<file path="src/rtl/fetch_unit.sv">
// Instruction fetch stage with a single outstanding memory request.
//
// Issues one instruction-memory request per fetch, waits for its response and
// writes the fetched word into the IF/ID pipeline register. A redirect (br_sel)
// flushes IF/ID to a NOP bubble. If a request is still in flight when the
// redirect arrives, its wrong-path response is later discarded.
//
// Ports
//   i_clk, i_rst        clock; synchronous active-high reset
//   pc                  current fetch PC from the PC register
//   br_sel              one-cycle redirect/flush pulse from execute
//   StallD              decode stall; holds the IF/ID register
//   imem_req_*          request channel to instruction memory (addr = pc)
//   imem_rsp_*          response channel from instruction memory
//   pc_four             pc + 4 (combinational), next sequential PC
//   StallF              holds the PC register when high
//   instr_D, pc_D,      registered IF/ID outputs
//   valid_D
module fetch_unit (
   input  logic        i_clk,
   input  logic        i_rst,
   input  logic [31:0] pc,
   input  logic        br_sel,
   input  logic        StallD,
   input  logic        imem_req_ready,
   input  logic        imem_rsp_valid,
   input  logic [31:0] imem_rsp_data,
   output logic [31:0] pc_four,
   output logic        StallF,
   output logic        imem_req_valid,
   output logic [31:0] imem_req_addr,
   output logic        imem_rsp_ready,
   output logic [31:0] instr_D,
   output logic [31:0] pc_D,
   output logic        valid_D
);

   localparam logic [31:0] NopInstr = 32'h00000013;  // addi x0, x0, 0

   typedef enum logic [1:0] {
      S_REQ  = 2'd0,
      S_WAIT = 2'd1,
      S_DROP = 2'd2
   } state_e;

   state_e      state_q, state_d;
   logic [31:0] req_pc_q, req_pc_d;
   logic [31:0] instr_q, instr_d;
   logic [31:0] pcd_q, pcd_d;
   logic        valid_q, valid_d;

   logic        rsp_hs;
   logic        load;

   assign pc_four       = pc + 32'd4;
   assign imem_req_addr = pc;
   // A redirect always releases the PC so the target gets loaded.
   assign StallF        = !br_sel && !((state_q == S_REQ) && imem_req_ready);

   // Response acceptance; in S_WAIT only when IF/ID has room for the word.
   always_comb begin
      imem_rsp_ready = 1'b0;
      unique case (state_q)
         S_WAIT:  imem_rsp_ready = !(valid_q && StallD);
         S_DROP:  imem_rsp_ready = 1'b1;
         default: imem_rsp_ready = 1'b0;
      endcase
   end

   assign rsp_hs = imem_rsp_valid && imem_rsp_ready;

   // Next state, request strobe and load decision.
   always_comb begin
      state_d        = state_q;
      req_pc_d       = req_pc_q;
      imem_req_valid = 1'b0;
      load           = 1'b0;
      unique case (state_q)
         S_REQ: begin
            imem_req_valid = 1'b1;
            if (imem_req_ready) begin
               req_pc_d = pc;
               state_d  = br_sel ? S_DROP : S_WAIT;
            end
         end
         S_WAIT: begin
            if (rsp_hs) begin
               // A coincident redirect makes this response wrong-path.
               load    = !br_sel;
               state_d = S_REQ;
            end else if (br_sel) begin
               state_d = S_DROP;
            end
         end
         S_DROP: begin
            // The in-flight response is discarded; once it is gone nothing
            // is outstanding, so a fresh request may be issued.
            if (rsp_hs) begin
               state_d = S_REQ;
            end
         end
         default: state_d = S_REQ;
      endcase
   end

   // IF/ID register: flush beats load beats hold beats bubble.
   always_comb begin
      instr_d = instr_q;
      pcd_d   = pcd_q;
      valid_d = valid_q;
      if (br_sel) begin
         instr_d = NopInstr;
         valid_d = 1'b0;
      end else if (load) begin
         instr_d = imem_rsp_data;
         pcd_d   = req_pc_q;
         valid_d = 1'b1;
      end else if (!StallD) begin
         instr_d = NopInstr;
         valid_d = 1'b0;
      end
   end

   always_ff @(posedge i_clk) begin
      if (i_rst) begin
         state_q  <= S_REQ;
         req_pc_q <= 32'h0;
         instr_q  <= NopInstr;
         pcd_q    <= 32'h0;
         valid_q  <= 1'b0;
      end else begin
         state_q  <= state_d;
         req_pc_q <= req_pc_d;
         instr_q  <= instr_d;
         pcd_q    <= pcd_d;
         valid_q  <= valid_d;
      end
   end

   assign instr_D = instr_q;
   assign pc_D    = pcd_q;
   assign valid_D = valid_q;

endmodule

</file>
<file path="config.mk">
export PLATFORM = sky130hd
export DESIGN_NAME = fetch_unit
export DESIGN_NICKNAME = d
export VERILOG_FILES = /design/src/rtl/fetch_unit.sv
export SDC_FILE = /design/constraint.sdc
export NUM_CORES = 1
export LEC_CHECK = 0
export BUFFER_PORTS_ARGS = -buffer_cell sky130_fd_sc_hd__buf_2
export CELL_PAD_IN_SITES_DETAIL_PLACEMENT = 0
export CELL_PAD_IN_SITES_GLOBAL_PLACEMENT = 1
export CORE_MARGIN = 3
export CORE_UTILIZATION = 35
export CTS_CLUSTER_SIZE = 14
export DETAILED_ROUTE_END_ITERATION = 6
export GPL_ROUTABILITY_DRIVEN = 0
export PLACE_DENSITY_LB_ADDON = 0.2
export SYNTH_ARGS = -nofsm -noshare
export SYNTH_HDL_FRONTEND = slang
export SYNTH_SLANG_ARGS = --single-unit
</file>
<file path="constraint.sdc">
create_clock -name i_clk -period 5.1 [get_ports i_clk]
set_input_delay 1.02 -clock i_clk [delete_from_list [all_inputs] [get_ports i_clk]]
set_output_delay 1.02 -clock i_clk [all_outputs]
set_load 0.01 [all_outputs]
</file>
==> impl_metrics.json, run 1 <==
{
  "outcome": "completed",
  "first_iter_violations": 171,
  "num_vias": 4153,
  "timing.fmax_mhz": 276,
  "worstPathMaxFanout": 8,
  "place_hpwl_mm": 8.61,
  "skew_ns": 0.00447,
  "ys_top_cells_by_area": "dfxtp_1 44%, nand2_1 14%, a21oi_1 11%",
  "fin_crit_sh_pct": 71.1,
  "cts_tree": "built",
  "numCtsBuffers": 9,
  "cts_hold_buf": 0,
  "grt_max_degree": 70,
  "critPathTopFamily": "simple AND/OR/NAND/NOR gates",
  "wl_per_cell_um": 13.7,
  "synth_ff_type": "dfxtp_1",
  "min_delay_path_depth": 2,
  "cp.required_ns": 4.08,
  "synth_most_common_cell": "nand2_1",
  "viasPerCell": 4.68,
  "hold_end": "pc_D[19]",
  "area_growth_syn_to_layout_pct": 24.8,
  "clk_latency_ns": 0.35,
  "rsz0062_at_grt": "no",
  "start_kind": "primary input",
  "root_buffer": "clkbuf_16",
  "slowest_stage": "nor4_4",
  "nets": 789,
  "setup_viol": 0,
  "die_w_um": 119,
  "port_buffers": 201,
  "reg2reg_depth": 7,
  "fin_setup_tns_ns": 0,
  "core_um2": 12300,
  "worst_slew_pin_slew_ns": 0.700,
  "syn-cell-area_um2": 4480,
  "async_flop_share_pct": 0,
  "powerDensity_nw_per_um2": 324,
  "r2r_slack_ns": 2.72,
  "start_util_pct": 36.5,
  "clockBufferDepth": 2,
  "grtUsageTotal_pct": 16.8,
  "worstReg2RegEnd": "instr_D[24]",
  "hold_ws_ns": 0.449,
  "first_global_vias": 3909,
  "r2r-start": "state_q[0]",
  "yosysSeqAreaShare_pct": 44.3,
  "period_minus_slack_ns": 3.63,
  "clock-sinks": 99,
  "yosysTopAreaCell": "dfxtp_1",
  "endpoint_kind": "output port",
  "drive_gt1_share_pct": 32.4,
  "synthDistinctLibCells": 36,
  "fp.dieArea_um2": 14200,
  "clk_pin_slew_ns": 0.06,
  "vdd_drop_max_mv": 0.154,
  "synth-edff-count": 0,
  "grt.busiest_layer": "met2",
  "use_met1_pct": 20.9,
  "worstSetupPathType": "in -> out",
  "cts_setup_buffers": 0,
  "drc": 0,
  "slew_headroom_pct": 53.3,
  "yosys_warnings": 0,
  "met2_usage_pct": 28.2,
  "ys_ff_latch": 99,
  "die_h_um": 119,
  "synth_common_cells": "168 x nand2_1, 99 x dfxtp_1, 95 x a21oi_1",
  "ant_nets": 0,
  "globalRouteOverflowTotal": 0,
  "cp.arrival_ns": 2.61,
  "synth_top_cell_area_share_pct": 44.3,
  "num_rows": 40,
  "cts_resized": 0,
  "htreeDepth": 3,
  "num_io_pins": 202,
  "antenna_found_initial": 0,
  "final_hold_viol_count": 0,
  "n_antenna_cell": 0,
  "syn_nets": 642,
  "drv_slew": 0,
  "path_cells": "buf_2 -> ha_1 -> nand3_1 -> nor4_4 -> nand3_1 -> xnor2_1 -> buf_2",
  "min_from": "req_pc_q[19]",
  "grt_pass1_wl_mm": 19.6,
  "n_fill_cell": 1314,
  "hp-class": "reg -> reg",
  "leakagePower_nw": 2.39,
  "drt_wl_total_mm": 12.1,
  "cp_slowest_stage_delay_ns": 0.50,
  "max-cap-violations": 0,
  "postSynthCellCount": 568,
  "met3_usage_pct": 4.80,
  "first_pass_iters": 4,
  "fin_cells": 887,
  "cp_num_buf_inv": 2,
  "post_synth.cell_area_avg_um2": 7.88,
  "dp_cells": 872
}
==> final cells by class <==
class / count / area (µm²) / area share (%)
clock buffer: 10 / 239 / 4.28
clock inverter: 5 / 77.6 / 1.39
tap: 168 / 210 / 3.76
multi-input combinational: 393 / 2010 / 35.9
inverter: 5 / 18.8 / 0.336
sequential: 99 / 1980 / 35.5
timing repair buffer: 207 / 1050 / 18.8
==> registers in the layout, summed over array words and instances (netlist names) <==
name / count
req_pc_q: 32
valid_D: 1
instr_D: 32
pc_D: 32
state_q: 2
==> layer usage <==
metal	up-vias	part of all wire, %
met5	-	0
met4	0	0.98
met3	8	6.2
met2	129	48
met1	1880	45
li1	2136	-
==> kinds of logic after synthesis <==
family          share of synthesized area [%]
flops                                    44.3
compound gates                           12.0
simple gates                             26.2
xor+xnor                                 5.48
fa+ha+maj                                1.12
buf+inv                                  10.9
==> worst max path at each step <==
stage | end | startpoint | cells after the start
after global routing | pc_four[28] | pc[2] | 7
final | pc_four[30] | pc[2] | 7
after CTS | pc_four[30] | pc[2] | 7
after detailed placement | pc_four[30] | pc[2] | 7
after global placement | pc_four[26] | pc[2] | 7
after floorplan | pc_four[22] | pc[2] | 5
==> worst register-to-register path, delay by kind of cell, from the launching register on <==
| family | cells | cell delay [ns] |
|---|---|---|
| adders and majority gates | 1 | 0.34 |
| and+or+nand+nor | 3 | 1.02 |
| AOI/OAI and AO/OA | 1 | 0.08 |
| DFF | 1 | 0.34 |
| buffers and inverters | 2 | 0.46 |
==> metrics by stage <==
stage                     total power, W  util [%]  cell area (µm²)  setup slack (ns)
after global placement           0.00110      43.0             5270              1.53
after floorplan                  0.00102         -             4480              1.98
after CTS                        0.00185      45.6             5590              1.41
after global routing             0.00191      45.6             5590              1.27
after detailed placement         0.00111      43.0             5270              1.43
final                            0.00181      45.6             5590              1.47
==> layout by cell type (no fill, tap or decap) <==
cell        Yosys  routed
buf_2           5     201
nand2_1       168     168
dfxtp_1        99      99
a21oi_1        95      95
nand3_1        43      43
xnor2_1        22      22
nor2_1         11      11
clkbuf_16       0       9
nand4_1         7       7
xor2_1          6       6
buf_4          34       6
inv_1           5       5
o21ai_0         5       5
and3_1          4       4
ha_1            4       4
and4_1          3       3
or2_2           3       3
nor3b_1         3       3
nor4_4          2       2
and2_1          2       2
nor2b_1         2       2
clkinv_2        0       2
bufinv_16       0       2
nand3_2         1       1
nand4_2         1       1
and4_2          1       1
and3b_4         1       1
nor3_4          1       1
or3_2           0       1
nand2b_1        1       1
a22o_1          1       1
o22ai_1         1       1
a221oi_1        1       1
a31oi_1         1       1
nand3b_1        1       1
o2bb2ai_1       1       1
clkinvlp_4      0       1
clkbuf_8        0       1
==> report_power, final <==
part | switching [W] | leakage, nW | total (W) | internal, W
Combinational | 0.000168 | 1.43 | 0.000265 | 0.0000977
Sequential | 0.0000153 | 0.803 | 0.000821 | 0.000806
Clock | 0.000286 | 0.154 | 0.000724 | 0.000438
Total | 0.000469 | 2.39 | 0.00181 | 0.00134
Power figures use the tool's default switching activity.
==> run 2: changes to the inputs <==
ABC_AREA = 1   (was default)
CORE_UTILIZATION = 29   (was 35)
clock period = 3.31 ns   (was 5.1 ns; I/O delays follow)
==> impl_metrics.json, run 2 <==
{
  "synth_compound_area_share_pct": 12.1,
  "grtUsageTotal_pct": 16.5,
  "syn_nets": 712,
  "dpl-instance-area_um2": 5520,
  "timing.fmax_mhz": 358,
  "worstSetupPathType": "in -> out",
  "powerDensity_nw_per_um2": 471,
  "numCtsBuffers": 9,
  "synth-simple-area-share_pct": 26.8,
  "die_h_um": 132,
  "ys_ff_latch": 99,
  "hp-class": "reg -> reg",
  "grt_max_degree": 65,
  "antenna_found_initial": 0,
  "fin_setup_tns_ns": 0,
  "clk_pin_slew_ns": 0.06,
  "swShare_pct": 27.8,
  "mostFrequentLayoutCells": "201 x buf_2, 137 x nor2_1, 99 x dfxtp_1, 86 x nand2_1, 63 x o21ai_0",
  "drv_slew": 0,
  "yosys_warnings": 0,
  "r2r_slack_ns": 1.45,
  "synth_top_family_by_area": "simple AND/OR/NAND/NOR gates",
  "setup_viol": 0,
  "power_w": 0.00275,
  "postLayoutCellArea_um2": 5820,
  "cts_tree": "built",
  "outcome": "completed",
  "synth_common_cells": "137 x nor2_1, 99 x dfxtp_1, 86 x nand2_1",
  "synth_top_cell_area_share_pct": 42.9,
  "fp.dieArea_um2": 17500,
  "synth-xor-area-share_pct": 4.93,
  "n_antenna_cell": 0,
  "yosysTopAreaCell": "dfxtp_1",
  "wl_per_cell_um": 14.6,
  "synthDistinctLibCells": 29,
  "synth_fa_ha_area_share_pct": 1.08,
  "final_hold_viol_count": 0,
  "cp.required_ns": 2.65,
  "num_vias": 4635,
  "rsz0062_at_grt": "no",
  "num_rows": 45,
  "clock-sinks": 99,
  "hold_ws_ns": 0.476,
  "power_frac_comb_pct": 14.5,
  "first_pass_iters": 4,
  "ant_nets": 0,
  "die_w_um": 132,
  "drc": 0,
  "vdd_drop_max_mv": 0.230,
  "start_kind": "primary input",
  "clkPwrFrac_pct": 39.0,
  "htreeDepth": 3,
  "syn-cell-area_um2": 4620,
  "synth_ff_type": "dfxtp_1",
  "cts_resized": 0,
  "seqPwrFrac_pct": 46.5,
  "ys_top_cells_by_area": "dfxtp_1 43%, nor2_1 11%, nand2_1 7.0%",
  "endpoint_kind": "output port",
  "core_um2": 15400,
  "clockBufferDepth": 2,
  "worstPathMaxFanout": 5,
  "synth_most_common_cell": "nor2_1",
  "nets": 863,
  "cp.arrival_ns": 2.13,
  "grt_pass1_wl_mm": 23.3,
  "cts_hold_buf": 0,
  "place_hpwl_mm": 10.9,
  "clk_latency_ns": 0.35,
  "synthMuxAreaShare_pct": 0,
  "postSynthCellCount": 638,
  "leakagePower_nw": 2.67,
  "start_util_pct": 30.1,
  "first_iter_violations": 269,
  "drive_gt1_share_pct": 28.9,
  "worst_slew_pin_slew_ns": 0.953,
  "synth-edff-count": 0,
  "globalRouteOverflowTotal": 0,
  "port_buffers": 201,
  "switching_power_w": 0.000763,
  "period_minus_slack_ns": 2.80,
  "num_io_pins": 202,
  "post_synth.cell_area_avg_um2": 7.24,
  "skew_ns": 0.0118,
  "slew_headroom_pct": 36.4,
  "first_global_vias": 4533,
  "layout_commonest_cell": "buf_2",
  "root_buffer": "clkbuf_16",
  "fin_crit_sh_pct": 84.5,
  "yosysSeqAreaShare_pct": 42.9,
  "area_growth_syn_to_layout_pct": 26.1,
  "drt_wl_total_mm": 14.6,
  "viasPerCell": 4.62,
  "fin_util_pct": 37.9,
  "max-cap-violations": 0,
  "cts_setup_buffers": 0,
  "async_flop_share_pct": 0,
  "p_int_w": 0.00198
}
run 2: cell types whose count changed in the layout (fill, tap and decap cells not counted), moves of 3 or more:
cell,previous run,this run
xnor2_1,22,7
and4_1,3,0
a21oi_1,95,44
and3_1,4,1
o21ai_0,5,63
nor3b_1,3,0
or2_2,3,0
nor2_1,11,137
nand3_1,43,46
nand2_1,168,86
nor3_1,0,9
inv_1,5,35
xor2_1,6,19
run 2: worst max-delay path, cell delays in order:
cell	delay [ns]
buf_2	0.12
ha_1	0.21
nand2_1	0.10
nor3_4	0.25
inv_1	0.08
nor2_1	0.22
nand2_1	0.11
xor2_1	0.21
buf_2	0.17
run 2: kinds of logic after synthesis:
group / count (synthesis)
buffers and inverters: 104
xor gates and xnor gates: 26
AOI/OAI and AO/OA: 110
adders and majority gates: 4
and+or+nand+nor: 295
DFF: 99
run 2: cell type report:
type	instances	area, µm²
timing repair buffer	208	1060
clock buffer	9	225
sequential	99	1980
fill	1676	9550
multi-input combinational	435	2080
clock inverter	6	78.8
inverter	36	135
tap	211	264
run 2: stage by stage:
| stage | cells | worst slack, ns |
|---|---|---|
| finish | 1004 | 0.514 |
| global route | 1004 | 0.382 |
| CTS | 1004 | 0.505 |
| detailed placement | 989 | 0.522 |
| global placement | 989 | 0.536 |
| floorplan | 638 | 0.911 |
run 2: path summary, 6_finish.rpt:
| check | end | from | cells past startpoint |
|---|---|---|---|
| worst max-delay path | pc_four[26] | pc[3] | 9 |
| worst min-delay path | pc_D[4] | pc_D[4] | 2 |
| worst max register to register | instr_D[4] | state_q[0] | 9 |
| worst min register to register | pc_D[4] | pc_D[4] | 2 |
run 2: power groups by stage:
stage               clock network (W)  logic, W  registers (W)
floorplan                           0  0.000257        0.00130
global placement                    0  0.000400        0.00130
detailed placement                  0  0.000404        0.00130
finish                        0.00107  0.000398        0.00128
CTS                           0.00112  0.000405        0.00128
global route                  0.00116  0.000452        0.00128
run 2: per-layer routing:
layer	vias to the layer above	global-route usage [%]	share of wire, %
met1	2124	21.6	45
li1	2330	-	-
met2	153	26.7	47
met4	0	7.04	2.4
met3	28	3.21	6.2
met5	-	0	0
==> run 3: changes to the inputs <==
CORE_UTILIZATION = 33   (was 29)
clock period = 2.89 ns   (was 3.31 ns; I/O delays follow)
==> impl_metrics.json, run 3 (synthesis results as in run 2) <==
{
  "leakagePower_nw": 2.67,
  "use_met1_pct": 23.6,
  "rsz0062_at_grt": "no",
  "period_minus_slack_ns": 2.58,
  "switching_power_w": 0.000836,
  "fin_crit_sh_pct": 89.4,
  "area_growth_syn_to_layout_pct": 24.4,
  "slowest_stage": "nor3_1",
  "drv_slew": 0,
  "clk_latency_ns": 0.35,
  "worstSetupPathType": "in -> out",
  "num_rows": 42,
  "mostFrequentLayoutCells": "201 x buf_2, 137 x nor2_1, 99 x dfxtp_1, 86 x nand2_1, 63 x o21ai_0",
  "final_hold_viol_count": 0,
  "clock-sinks": 99,
  "first_global_vias": 4489,
  "min_from": "pc_D[6]",
  "cp.required_ns": 2.31,
  "hp-class": "reg -> reg",
  "slew_headroom_pct": 35.2,
  "max-cap-violations": 0,
  "grt_pass1_wl_mm": 22.7,
  "cp_slowest_stage_delay_ns": 0.30,
  "setup_viol": 0,
  "min_delay_path_depth": 2,
  "grt_max_degree": 65,
  "drt_wl_total_mm": 14.0,
  "timing.fmax_mhz": 387,
  "clockBufferDepth": 2,
  "globalRouteOverflowTotal": 0,
  "die_w_um": 124,
  "first_iter_violations": 290,
  "root_buffer": "clkbuf_16",
  "clk_pin_slew_ns": 0.06,
  "fin_setup_tns_ns": 0,
  "clkPwrFrac_pct": 36.5,
  "final-seq-area_um2": 1980,
  "wl_per_cell_um": 14.4,
  "met3_usage_pct": 3.56,
  "reg2reg_depth": 8,
  "htreeDepth": 3,
  "p_int_w": 0.00218,
  "ant_nets": 0,
  "cts_hold_buf": 0,
  "core_um2": 13500,
  "nets": 864,
  "endpoint_kind": "output port",
  "grt.busiest_layer": "met2",
  "numCtsBuffers": 9,
  "r2r_slack_ns": 1.04,
  "power_w": 0.00302,
  "layout_commonest_cell": "buf_2",
  "n_antenna_cell": 0,
  "fp.dieArea_um2": 15500,
  "worst_slew_pin_slew_ns": 0.971,
  "port_buffers": 201,
  "seqPwrFrac_pct": 48.4,
  "n_fill_cell": 1476,
  "swShare_pct": 27.7,
  "antenna_found_initial": 0,
  "die_h_um": 124,
  "cts_setup_buffers": 0,
  "first_pass_iters": 5,
  "drive_gt1_share_pct": 28.7,
  "powerDensity_nw_per_um2": 525,
  "start_kind": "primary input",
  "num_vias": 4611,
  "r2r-start": "state_q[0]",
  "cts_tree": "built",
  "met2_usage_pct": 29.1,
  "drc": 0,
  "hold_end": "pc_D[6]",
  "num_io_pins": 202,
  "path_cells": "buf_2 -> nand2_1 -> nor3_1 -> nand3_1 -> nor2_1 -> nand2_1 -> xnor2_1 -> buf_2",
  "multi_input_area_um2": 2080,
  "vdd_drop_max_mv": 0.280,
  "start_util_pct": 34.3,
  "worstPathMaxFanout": 5,
  "outcome": "completed",
  "cp.arrival_ns": 2.01,
  "viasPerCell": 4.75,
  "cts_resized": 0,
  "grtUsageTotal_pct": 17.9,
  "power_frac_comb_pct": 15.0,
  "skew_ns": 0.00726,
  "place_hpwl_mm": 10.4,
  "worstReg2RegEnd": "req_pc_q[11]"
}
==> run 3: changes by cell type in the layout (fill, tap and decap cells not counted) <==
cell	delta
inv_6	+1
clkbuf_1	+3
clkinvlp_4	-1
clkinv_2	+2
buf_4	+1
clkinv_8	-1
bufinv_16	-1
clkinv_4	-2
==> run 3: per-layer routing <==
| layer | up-vias | wire length [µm] |
|---|---|---|
| li1 | 2325 | - |
| met1 | 2118 | 6410 |
| met2 | 148 | 6440 |
| met3 | 20 | 838 |
| met4 | 0 | 260 |
| met5 | - | 0 |
==> run 3: area by class of cell <==
type | instances | share of cell area [%]
Inverter | 36 | 2.35
Tap cell | 176 | 3.83
Sequential cell | 99 | 34.5
Clock buffer | 12 | 4.12
Clock inverter | 4 | 0.457
Multi-Input combinational cell | 435 | 36.2
Timing Repair Buffer | 209 | 18.6
==> run 3: worst max-delay path: cells and delay by family <==
| family | cells | cell delay [ns] |
|---|---|---|
| xor gates and xnor gates | 1 | 0.17 |
| and+or+nand+nor | 5 | 0.96 |
| buffers and inverters | 2 | 0.30 |
==> run 3: stage by stage <==
stage / setup slack, ns / cell area, µm² / std cells / hold WS, ns / util [%]
after floorplan: 0.659 / 4620 / 638 / 0.450 / -
after global placement: 0.369 / 5480 / 955 / 0.459 / 40.8
after detailed placement: 0.319 / 5480 / 955 / 0.466 / 40.8
after CTS: 0.302 / 5750 / 971 / 0.462 / 42.7
after global routing: 0.0505 / 5750 / 971 / 0.476 / 42.7
final: 0.307 / 5750 / 971 / 0.476 / 42.7
==> run 3: how the worst max path moves through the flow <==
stage                     cells after the start          end  startpoint
after global routing                          8  pc_four[22]       pc[9]
after detailed placement                      9  pc_four[22]       pc[3]
after global placement                        9  pc_four[22]       pc[3]
after floorplan                               7  pc_four[22]       pc[2]
final                                         8  pc_four[22]       pc[9]
after CTS                                     9  pc_four[22]       pc[3]
==> run 3: power by group through the flow <==
stage | clock (W) | combinational [W] | sequential (W)
after floorplan | 0 | 0.000294 | 0.00149
after global placement | 0 | 0.000452 | 0.00149
after detailed placement | 0 | 0.000458 | 0.00149
after CTS | 0.00114 | 0.000461 | 0.00146
after global routing | 0.00120 | 0.000514 | 0.00147
final | 0.00110 | 0.000453 | 0.00146
